`src/rtl/hfsm_pkg.sv`:
```
// Shared definitions for the hierarchical sequencing FSM.
// Used by the next-state logic, the current-state register and the output
// decode, so every block agrees on the state encoding.
package hfsm_pkg;

  localparam int STATE_W = 3;

  // S0 idle, S1..S3 group A, S4..S6 group B (looped), S7 done
  typedef enum logic [STATE_W-1:0] {
    S0 = 3'd0,
    S1 = 3'd1,
    S2 = 3'd2,
    S3 = 3'd3,
    S4 = 3'd4,
    S5 = 3'd5,
    S6 = 3'd6,
    S7 = 3'd7
  } state_e;

  // Sequential successor inside the linear part of the walk (S1..S5)
  function automatic state_e state_succ(input state_e s);
    logic [STATE_W-1:0] raw;
    raw = s;
    return state_e'(raw + 3'd1);
  endfunction

endpackage

```
`src/rtl/hfsm_dwell_counter.sv`:
```
// Saturating dwell counter for the hierarchical FSM.
// clr has priority over hold, hold over inc; with none asserted the count
// is kept. at_term flags that the count equals the supplied terminal value.
module hfsm_dwell_counter #(
  parameter int CNT_W = 4
) (
  input  logic             clk,
  input  logic             rst,
  input  logic             clr,
  input  logic             hold,
  input  logic             inc,
  input  logic [CNT_W-1:0] term_val,
  output logic [CNT_W-1:0] cnt,
  output logic             at_term
);

  localparam logic [CNT_W-1:0] CNT_MAX = '1;

  // Count register: clear, freeze or advance, never wrapping past all-ones
  always_ff @(posedge clk or posedge rst) begin
    if (rst) begin
      cnt <= '0;
    end else if (clr) begin
      cnt <= '0;
    end else if (hold) begin
      cnt <= cnt;
    end else if (inc && (cnt != CNT_MAX)) begin
      cnt <= cnt + 1'b1;
    end
  end

  assign at_term = (cnt == term_val);

endmodule

```
`src/rtl/hfsm_next_state_logic.sv`:
```
// Next-state logic of the hierarchical sequencing FSM.
// Top level walks IDLE -> group A (S1..S3) -> group B (S4..S6, ROUNDS
// passes) -> DONE (S7) -> IDLE. Each state is held for a dwell time tracked
// by hfsm_dwell_counter; round_cnt counts completed group-B passes.
// next_state is purely combinational and feeds an external state register;
// dwell_cnt, round_cnt and done are registered here.
// Build option HFSM_AUTO_RESTART_EN: when defined, a held start at the end
// of S7 jumps straight to S1 instead of passing through S0.
module hfsm_next_state_logic
  import hfsm_pkg::*;
#(
  parameter int PHASE_DWELL = 4,
  parameter int HOLD_DWELL  = 2,
  parameter int ROUNDS      = 2,
  parameter int CNT_W       = 4
) (
  input  logic             clk,
  input  logic             rst,
  input  logic [2:0]       current_state,
  input  logic             start,
  input  logic             pause,
  input  logic             abort,
  output logic [2:0]       next_state,
  output logic [CNT_W-1:0] dwell_cnt,
  output logic [2:0]       round_cnt,
  output logic             done
);

  // Terminal dwell counts: a state is left on its last counted cycle
  localparam logic [CNT_W-1:0] PHASE_TERM = CNT_W'(PHASE_DWELL - 1);
  localparam logic [CNT_W-1:0] HOLD_TERM  = CNT_W'(HOLD_DWELL - 1);
  localparam logic [2:0]       ROUND_LAST = 3'(ROUNDS - 1);
  localparam logic [2:0]       ROUND_MAX  = 3'd7;

  state_e           cur_s;
  state_e           nxt_s;
  logic             dwell_at_term;
  logic             dwell_clr;
  logic             dwell_inc;
  logic [CNT_W-1:0] dwell_term;
  logic             last_round;
  logic             state_change;

  assign cur_s        = state_e'(current_state);
  assign last_round   = (round_cnt == ROUND_LAST);
  assign state_change = (nxt_s != cur_s);

  // S7 uses the shorter hold time, every other timed state the phase time
  assign dwell_term = (cur_s == S7) ? HOLD_TERM : PHASE_TERM;

  // Any state change or abort restarts the dwell count; idle parks it at 0
  // unless paused, in which case it is simply frozen.
  assign dwell_clr = abort | state_change | ((cur_s == S0) & ~pause);
  assign dwell_inc = (cur_s != S0);

  hfsm_dwell_counter #(
    .CNT_W(CNT_W)
  ) u_dwell (
    .clk     (clk),
    .rst     (rst),
    .clr     (dwell_clr),
    .hold    (pause),
    .inc     (dwell_inc),
    .term_val(dwell_term),
    .cnt     (dwell_cnt),
    .at_term (dwell_at_term)
  );

  // Next-state decode: abort beats pause, pause beats normal sequencing
  always_comb begin
    nxt_s = cur_s;
    if (abort) begin
      nxt_s = S0;
    end else if (!pause) begin
      case (cur_s)
        S0: begin
          if (start) nxt_s = S1;
        end
        S1, S2, S3, S4, S5: begin
          if (dwell_at_term) nxt_s = state_succ(cur_s);
        end
        S6: begin
          if (dwell_at_term) nxt_s = last_round ? S7 : S4;
        end
        S7: begin
          if (dwell_at_term) begin
`ifdef HFSM_AUTO_RESTART_EN
            nxt_s = start ? S1 : S0;
`else
            nxt_s = S0;
`endif
          end
        end
        default: nxt_s = S0;
      endcase
    end
  end

  assign next_state = nxt_s;

  // Group-B pass counter: cleared when idle, on abort and when leaving the
  // loop for S7; advanced on each S6 -> S4 loop-back, saturating at 7.
  always_ff @(posedge clk or posedge rst) begin
    if (rst) begin
      round_cnt <= 3'd0;
    end else if (abort || (cur_s == S0) || ((cur_s == S6) && (nxt_s == S7))) begin
      round_cnt <= 3'd0;
    end else if ((cur_s == S6) && (nxt_s == S4) && (round_cnt != ROUND_MAX)) begin
      round_cnt <= round_cnt + 3'd1;
    end
  end

  // Done pulse: registered alongside the state register so it lines up
  // with the first cycle spent in S7.
  always_ff @(posedge clk or posedge rst) begin
    if (rst) begin
      done <= 1'b0;
    end else begin
      done <= (nxt_s == S7) && (cur_s != S7) && !abort;
    end
  end

endmodule

```
`config.mk`:
```
export PLATFORM = sky130hd
export DESIGN_NAME = hfsm_next_state_logic
export DESIGN_NICKNAME = d
export VERILOG_FILES = /design/src/rtl/hfsm_pkg.sv /design/src/rtl/hfsm_dwell_counter.sv /design/src/rtl/hfsm_next_state_logic.sv
export SDC_FILE = /design/constraint.sdc
export NUM_CORES = 1
export LEC_CHECK = 0
export CAP_MARGIN = 20
export CORE_MARGIN = 2
export CORE_UTILIZATION = 45
export DETAILED_ROUTE_END_ITERATION = 8
export GPL_TIMING_DRIVEN = 0
export PLACE_DENSITY = 0.72
export SYNTH_ARGS = -nofsm -noshare
export SYNTH_HDL_FRONTEND = slang
export SYNTH_SLANG_ARGS = --single-unit
```
`constraint.sdc`:
```
create_clock -name clk -period 4.4 [get_ports clk]
set_input_delay 0.88 -clock clk [delete_from_list [all_inputs] [get_ports clk]]
set_output_delay 0.88 -clock clk [all_outputs]
set_load 0.05 [all_outputs]
```
# ---- Word level (Yosys, flattened, before mapping)
# Index checks and enable logic that the tools add are counted.
dict set report totals {
  reg_bits 8
  latchBits 0
  ram_bits 0
  rom_bits 0
  input_bits 8
  output_inout_bits 11
  wordCells 55
  n_memories 0
}
dict set report op_classes {
  add_sub_neg 3
  mul 0
  div_mod_pow 0
  magnitude_cmp 0
  eq_ne 16
  n_shift 0
  mux 14
  n_bitwise 4
  n_reduce_logical 15
}
# operator count
set ops {}
lappend ops {{3-bit two-way mux} 8}
lappend ops {{3-bit == test (second input constant)} 6}
lappend ops {{4-bit two-way mux} 3}
lappend ops {{3-bit case mux with 4 select lines} 1}
lappend ops {{3-bit by 1-bit adder with 3-bit output (second input constant)} 2}
lappend ops {{3-bit by 1-bit == test with 1-bit output (second input constant)} 2}
lappend ops {{3-bit by 2-bit == test with 1-bit output (second input constant)} 2}
lappend ops {{1-bit logical AND} 6}
lappend ops {{3-bit inequality test (second input constant)} 2}
lappend ops {{5-bit OR reduction} 1}
lappend ops {{4-bit by 1-bit adder with 4-bit output (second input constant)} 1}
lappend ops {{4-bit by 2-bit == test with 1-bit output} 1}
lappend ops {{2-bit two-way mux} 2}
lappend ops {{4-bit inequality test (second input constant)} 1}
lappend ops {{2-bit nonzero test} 2}
lappend ops {{3-bit logical NOT} 1}
lappend ops {{3-bit inequality test} 1}
lappend ops {{3-bit nonzero test} 1}
lappend ops {{1-bit logical OR} 2}
lappend ops {{2-bit by 1-bit inequality test with 1-bit output (second input constant)} 1}
lappend ops {{1-bit bitwise OR} 2}
lappend ops {{2-bit AND reduction} 1}
lappend ops {{1-bit bitwise AND} 1}
lappend ops {{1-bit logical NOT} 1}
lappend ops {{1-bit inverter} 1}

# ---- Longest topological paths before layout
dict set report logic_depth {
  depth_word 12
  depth_mapped 11
  mapped_depth_nobuf 10
}

# ---- Modules after synthesis
# A second synthesis with hierarchy kept.
dict set report hier_totals {
  hier_cells 109
  area_unflattened_um2 938.4
}
# mod n_inst cells_per_inst area_each_um2 seq_area_each_um2
set modules_own_cells {}
lappend modules_own_cells {hfsm_next_state_logic 1 82 661.9 100.1}
lappend modules_own_cells {hfsm_dwell_counter 1 27 276.5 100.1}

# ---- Worst setup path after synthesis
# Ideal clock, no wire load.
dict set report synth_path {
  path_type {input -> output}
  from {in current_state[1]}
  to {out next_state[2]}
  arrival_ns 3.300
  required_time_ns 3.520
  slack_ns 0.220
  stages 6
  n_path_buf 0
  path_cell_list {inv_1 -> ha_1 -> or4_1 -> nand2_1 -> nand3_1 -> a311oi_1}
}
dict set report synth_between {
  elab_chain_cells 7
  word_cells_on_any_way 18
  classes_between {add/sub: 1; eq/ne: 8; mux: 7; reduce/logical: 2}
}
# item line_no
set synth_lines {}
lappend synth_lines {{start, declared} hfsm_next_state_logic.sv:19} ;# input logic [2:0] current_state,
lappend synth_lines {{3-bit == test} {hfsm_next_state_logic.sv:49, hfsm_next_state_logic.sv:75}}
lappend synth_lines {{2-bit two-way mux} hfsm_next_state_logic.sv:49} ;# assign dwell_term = (cur_s == S7) ? HOLD_TERM : PHASE_TERM;
lappend synth_lines {{4-bit by 2-bit == test with 1-bit output} hfsm_dwell_counter.sv:32} ;# assign at_term = (cnt == term_val);
lappend synth_lines {{3-bit two-way mux (on tied branches)} {hfsm_next_state_logic.sv:86, hfsm_next_state_logic.sv:80, hfsm_next_state_logic.sv:83}}
lappend synth_lines {{3-bit case mux with 4 select lines *} hfsm_next_state_logic.sv:75} ;# case (cur_s)
lappend synth_lines {{3-bit two-way mux *} hfsm_next_state_logic.sv:74} ;# end else if (!pause) begin
lappend synth_lines {{3-bit two-way mux *} hfsm_next_state_logic.sv:72} ;# if (abort) begin
lappend synth_lines {{end, declared} hfsm_next_state_logic.sv:23} ;# output logic [2:0] next_state,
# Mark *: on every way between the ends. The rest lies on a longest branch, timed or not.

# ---- Final worst setup path
dict set report layout_path {
  from {in current_state[2]}
  to {out next_state[0]}
}
# Same word-level chain as after synthesis.

==> flow_results.org <==
** STA
- Based on the critical path, the design can be clocked at up to about 0.24 GHz.
- Worst Max-Slew Pin Slew :: 0.792 ns
- The final hold violation count is 0.
- Setup violations remaining at the end of the flow were counted as 0.
- Hold slack final :: 0.619 ns
- Final critical-path required period :: about 4.2 ns
- Of the available clock period, the critical path in the final layout requires between 90% and 100%.
- Least setup slack across all paths after layout :: around 0.17 ns
- The worst pin sits at a relative slew slack of between 40% and 50%.
- The number of max-slew violations in the final report came to 0.
- Across the routed clock network, the largest skew measured is around 0.0029 ns.
- RSZ-0062 raised after global routing :: false

** Clock network
- Number of CTS-inserted buffers :: 3
- In this run, post-CTS hold repair placed 0 buffers.
- Max clock buf depth :: 2
- TritonCTS built the clock tree.
- The tree built by TritonCTS fans out to 8 sinks.
- # resized after CTS :: 21
- The tree is rooted in a sky130_fd_sc_hd__clkbuf_4.
- Clock latency on the worst-skew pair, taken at its later pin, is 0.25 ns.
- CTS built an H-tree with a depth of 1.
- After clock tree synthesis, the clock-pin slew on the worst setup and hold paths is about 0.040 ns.
- After clock tree synthesis, the setup repair step added 0 buffers.

** Power and ir drop
- VDD sags by at most approximately 0.20 mV.
- Lkg Pwr :: 0.482 nW
- Power spread over the standard cell area amounts to 185 mW/mm^2.
- The design draws approximately 0.00021 W.

** Routing
- For this run, design rule violations remaining after detail routing come to 0.
- The detailed router placed around 1000 vias in this run.
- The detail route stage leaves a number of antenna-violating nets equal to 0.
- In the routed layout, each cell is associated on average with a via count of 6.33.
- Post-DR wirelength/cell :: around 17 um
- The pre-antenna-repair detailed-routing pass consisted of 4 iterations.
- Routed wire length :: approximately 2600 um
- The first routing iteration left 57 violations.

** Floorplanning
- Once the floorplan was initialized, standard cells occupied 47.6% of the core.
- The die covers around 0.0024 sq mm.
- The region available for standard cell placement spans a little under 0.002 sq mm.
- The die is 49.3 um tall.
- The die is 49.3 um wide.
- Rows :: 16
- I/O pin count :: 19

** Place
- Counting tap cells, the placed design contains a total of ~150 instances.
- Worst setup slack before clock tree synthesis :: -0.600 ns
- GP Congestion :: about 0.9
- During placement, the flow inserted port buffers numbering 17.
- Post-place instance area :: between 0.001 and 0.0015 sq mm
- The wire-length estimate of the detail-placed layout is between 1500 and 2000 um.

** Yosys
- The synthesized netlist contains 44 unique library cells.
- Proportion of synthesized chip area in sequential cells :: approximately 22%
- Post-synth EDFFs :: 0
- sky130_fd_sc_hd__dfrtp_1 takes more of the synthesized area than any other cell.
- Mapped Avg Cell Area :: 8.47 sq um
- Most area-consuming cells after synthesis :: sky130_fd_sc_hd__dfrtp_1 22%, sky130_fd_sc_hd__ha_1 14%, sky130_fd_sc_hd__inv_1 4.5%
- Synthesis produced a netlist with a net count of about 130.
- The most used flip-flop cell after synthesis is sky130_fd_sc_hd__dfrtp_1.
- Cell Area, Synth :: ~920 sq um
- In this run the biggest area consumer among cell types represents about 22% of the synthesized area.
- Cells after Synth :: between 100 and 150
- The synthesized design contains 8 register bits.
- The Yosys step of the flow raised 0 warnings.
- Synth async-reset ratio :: 100%

** Layout
- Fill cell total of the finished layout :: about 180
- Diode count :: 0
- The count of cells in the finished layout, fillers not included, comes to ~160.
- Total number of nets in the final design :: approximately 150
- P&R area growth vs syn :: 25.9%
- Share of layout cells above drive strength 1 :: roughly 16%
- With fillers left out, the area of the finished cells amounts to around 0.0012 sq mm.

** Critical path
- The largest individual stage delay along the critical path comes from the cell sky130_fd_sc_hd__clkdlybuf4s50_1.
- Type of the setup path with the least slack :: in -> out
- The largest single stage delay on the critical path is approximately 0.60 ns.
- Of all nets on the critical path, the largest fanout is 10.
- Crit path max-delay family :: buffers and inverters
- Buffer and inverter count on the worst path :: 4
- CP Data Required Time :: roughly 3.5 ns
- The cell that appears most often on the critical path is sky130_fd_sc_hd__buf_2.
- For the worst setup path, the data arrival time is approximately 3.4 ns.
- CP startpoint kind :: input pin
- STA classifies the critical path endpoint as an output port.
- Cells traversed along the worst timing path :: clkdlybuf4s50_1 > ha_2 > xnor2_1 > nor2_1 > inv_1 > ha_1 > a211o_1 > o31a_1 > buf_2 > buf_2

** GRT
- Global routing used roughly two fifths of the available met2 tracks.
- Entering global routing, the biggest net connects 11 pins.
- Global routing used under 10% of the available met3 tracks.
- The number of global-route vias before repair is approximately 920.
- Global-route usage over all layers :: 23.8%
- Global routing finished with a remaining overflow of 0.
- The first global-routing pass estimated approximately 4500 um of wire.
- Met1 layer usage reported by global route :: between 30% and 40%
- Initial antenna violation count :: 0
- Most used routing layer in global routing :: met2

** Job
- Number of max-cap violations :: 0

** Status
- Result of the run :: finished, final reports clean

** Worst hold path
- Hold crit path type :: reg -> reg
layer usage:
layer | routed length, um | vias up
met5 | 0 | -
met1 | 1120 | 458
met2 | 1240 | 59
met3 | 199 | 8
met4 | 36 | 0
li1 | - | 462
cells in the final DEF, fill, tap and decap left out, types with 3 or more instances in the layout:
| cell | Yosys | layout |
|---|---|---|
| sky130_fd_sc_hd__clkdlybuf4s50_1 | 0 | 12 |
| sky130_fd_sc_hd__o21ai_0 | 6 | 6 |
| sky130_fd_sc_hd__o31ai_1 | 5 | 5 |
| sky130_fd_sc_hd__a21oi_1 | 8 | 8 |
| sky130_fd_sc_hd__nand2_1 | 3 | 3 |
| sky130_fd_sc_hd__xnor2_1 | 3 | 3 |
| sky130_fd_sc_hd__ha_1 | 10 | 8 |
| sky130_fd_sc_hd__clkbuf_4 | 0 | 3 |
| sky130_fd_sc_hd__nor4_1 | 5 | 4 |
| sky130_fd_sc_hd__inv_1 | 11 | 11 |
| sky130_fd_sc_hd__buf_2 | 1 | 3 |
| sky130_fd_sc_hd__nor2_1 | 4 | 4 |
| sky130_fd_sc_hd__or4_1 | 4 | 4 |
| sky130_fd_sc_hd__xor2_1 | 3 | 3 |
| sky130_fd_sc_hd__dfrtp_1 | 8 | 8 |
cell type report:
| class | count | area (sq um) | area share, % |
|---|---|---|---|
| multi-input combinational | 87 | 686 | 59.0 |
| sequential | 8 | 200 | 17.2 |
| buffer | 3 | 20.0 | 1.72 |
| clock buffer | 3 | 22.5 | 1.94 |
| timing repair buffer | 17 | 159 | 13.7 |
| inverter | 11 | 41.3 | 3.55 |
| tap | 27 | 33.8 | 2.91 |
sequential cells by signal (all words and copies together), names as in the netlist:
signal	cells
u_dwell.cnt	4
round_cnt	3
done	1
worst register-to-register path: cells and delay by family, from the launching register on:
kind / cells / cell delay (ns)
flops: 1 / 0.43
buf+inv: 2 / 0.30
compound gates: 3 / 0.70
fa+ha+maj: 1 / 0.19
simple gates: 3 / 1.13
per-stage QoR:
stage	util [%]	TNS (ns)
after detailed placement	58.1	-1.63
after CTS	59.9	0
after global routing	59.9	0
after global placement	58.1	-1.58
after floorplan	-	0
final	59.9	0
power breakdown:
| part | switching (W) | internal (W) |
|---|---|---|
| Sequential | 0.00000175 | 0.0000748 |
| Combinational | 0.0000538 | 0.0000320 |
| Clock | 0.0000213 | 0.0000310 |
worst paths after layout:
check	start	end	slack, ns	cells past startpoint
min	round_cnt[2]	round_cnt[2]	0.62	2
max	current_state[2]	next_state[0]	0.17	10
min in group asynchronous	rst	u_dwell.cnt[1]	0.88	2
max in group asynchronous	rst	round_cnt[2]	3.30	2
min reg2reg	round_cnt[2]	round_cnt[2]	0.62	2
max reg2reg	u_dwell.cnt[3]	round_cnt[0]	1.56	9
cells in the mapped netlist, types with 2 or more instances:
master	n
sky130_fd_sc_hd__xor2_1	3
sky130_fd_sc_hd__o21ai_0	6
sky130_fd_sc_hd__inv_1	11
sky130_fd_sc_hd__o31ai_1	5
sky130_fd_sc_hd__or4_1	4
sky130_fd_sc_hd__nand2_1	3
sky130_fd_sc_hd__dfrtp_1	8
sky130_fd_sc_hd__a31oi_1	2
sky130_fd_sc_hd__nor4_1	5
sky130_fd_sc_hd__nor4b_1	2
sky130_fd_sc_hd__xnor2_1	3
sky130_fd_sc_hd__or3_1	2
sky130_fd_sc_hd__nand3_1	2
sky130_fd_sc_hd__and2_2	2
sky130_fd_sc_hd__and2_1	2
sky130_fd_sc_hd__ha_1	10
sky130_fd_sc_hd__nand4_1	2
sky130_fd_sc_hd__nor2_1	4
sky130_fd_sc_hd__a21oi_1	8
cells by family (layout without fill, tap and decap cells):
kind of cell    Yosys count  after routing  share of synthesized area (%)
simple gates             38             38                           26.6
compound gates           32             32                           24.8
fa+ha+maj                10             10                           13.6
buf+inv                  14             34                           6.64
mux                       1              1                           1.08
flops                     8              8                           21.7
xor+xnor                  6              6                           5.69
Power figures use the tool's default switching activity.
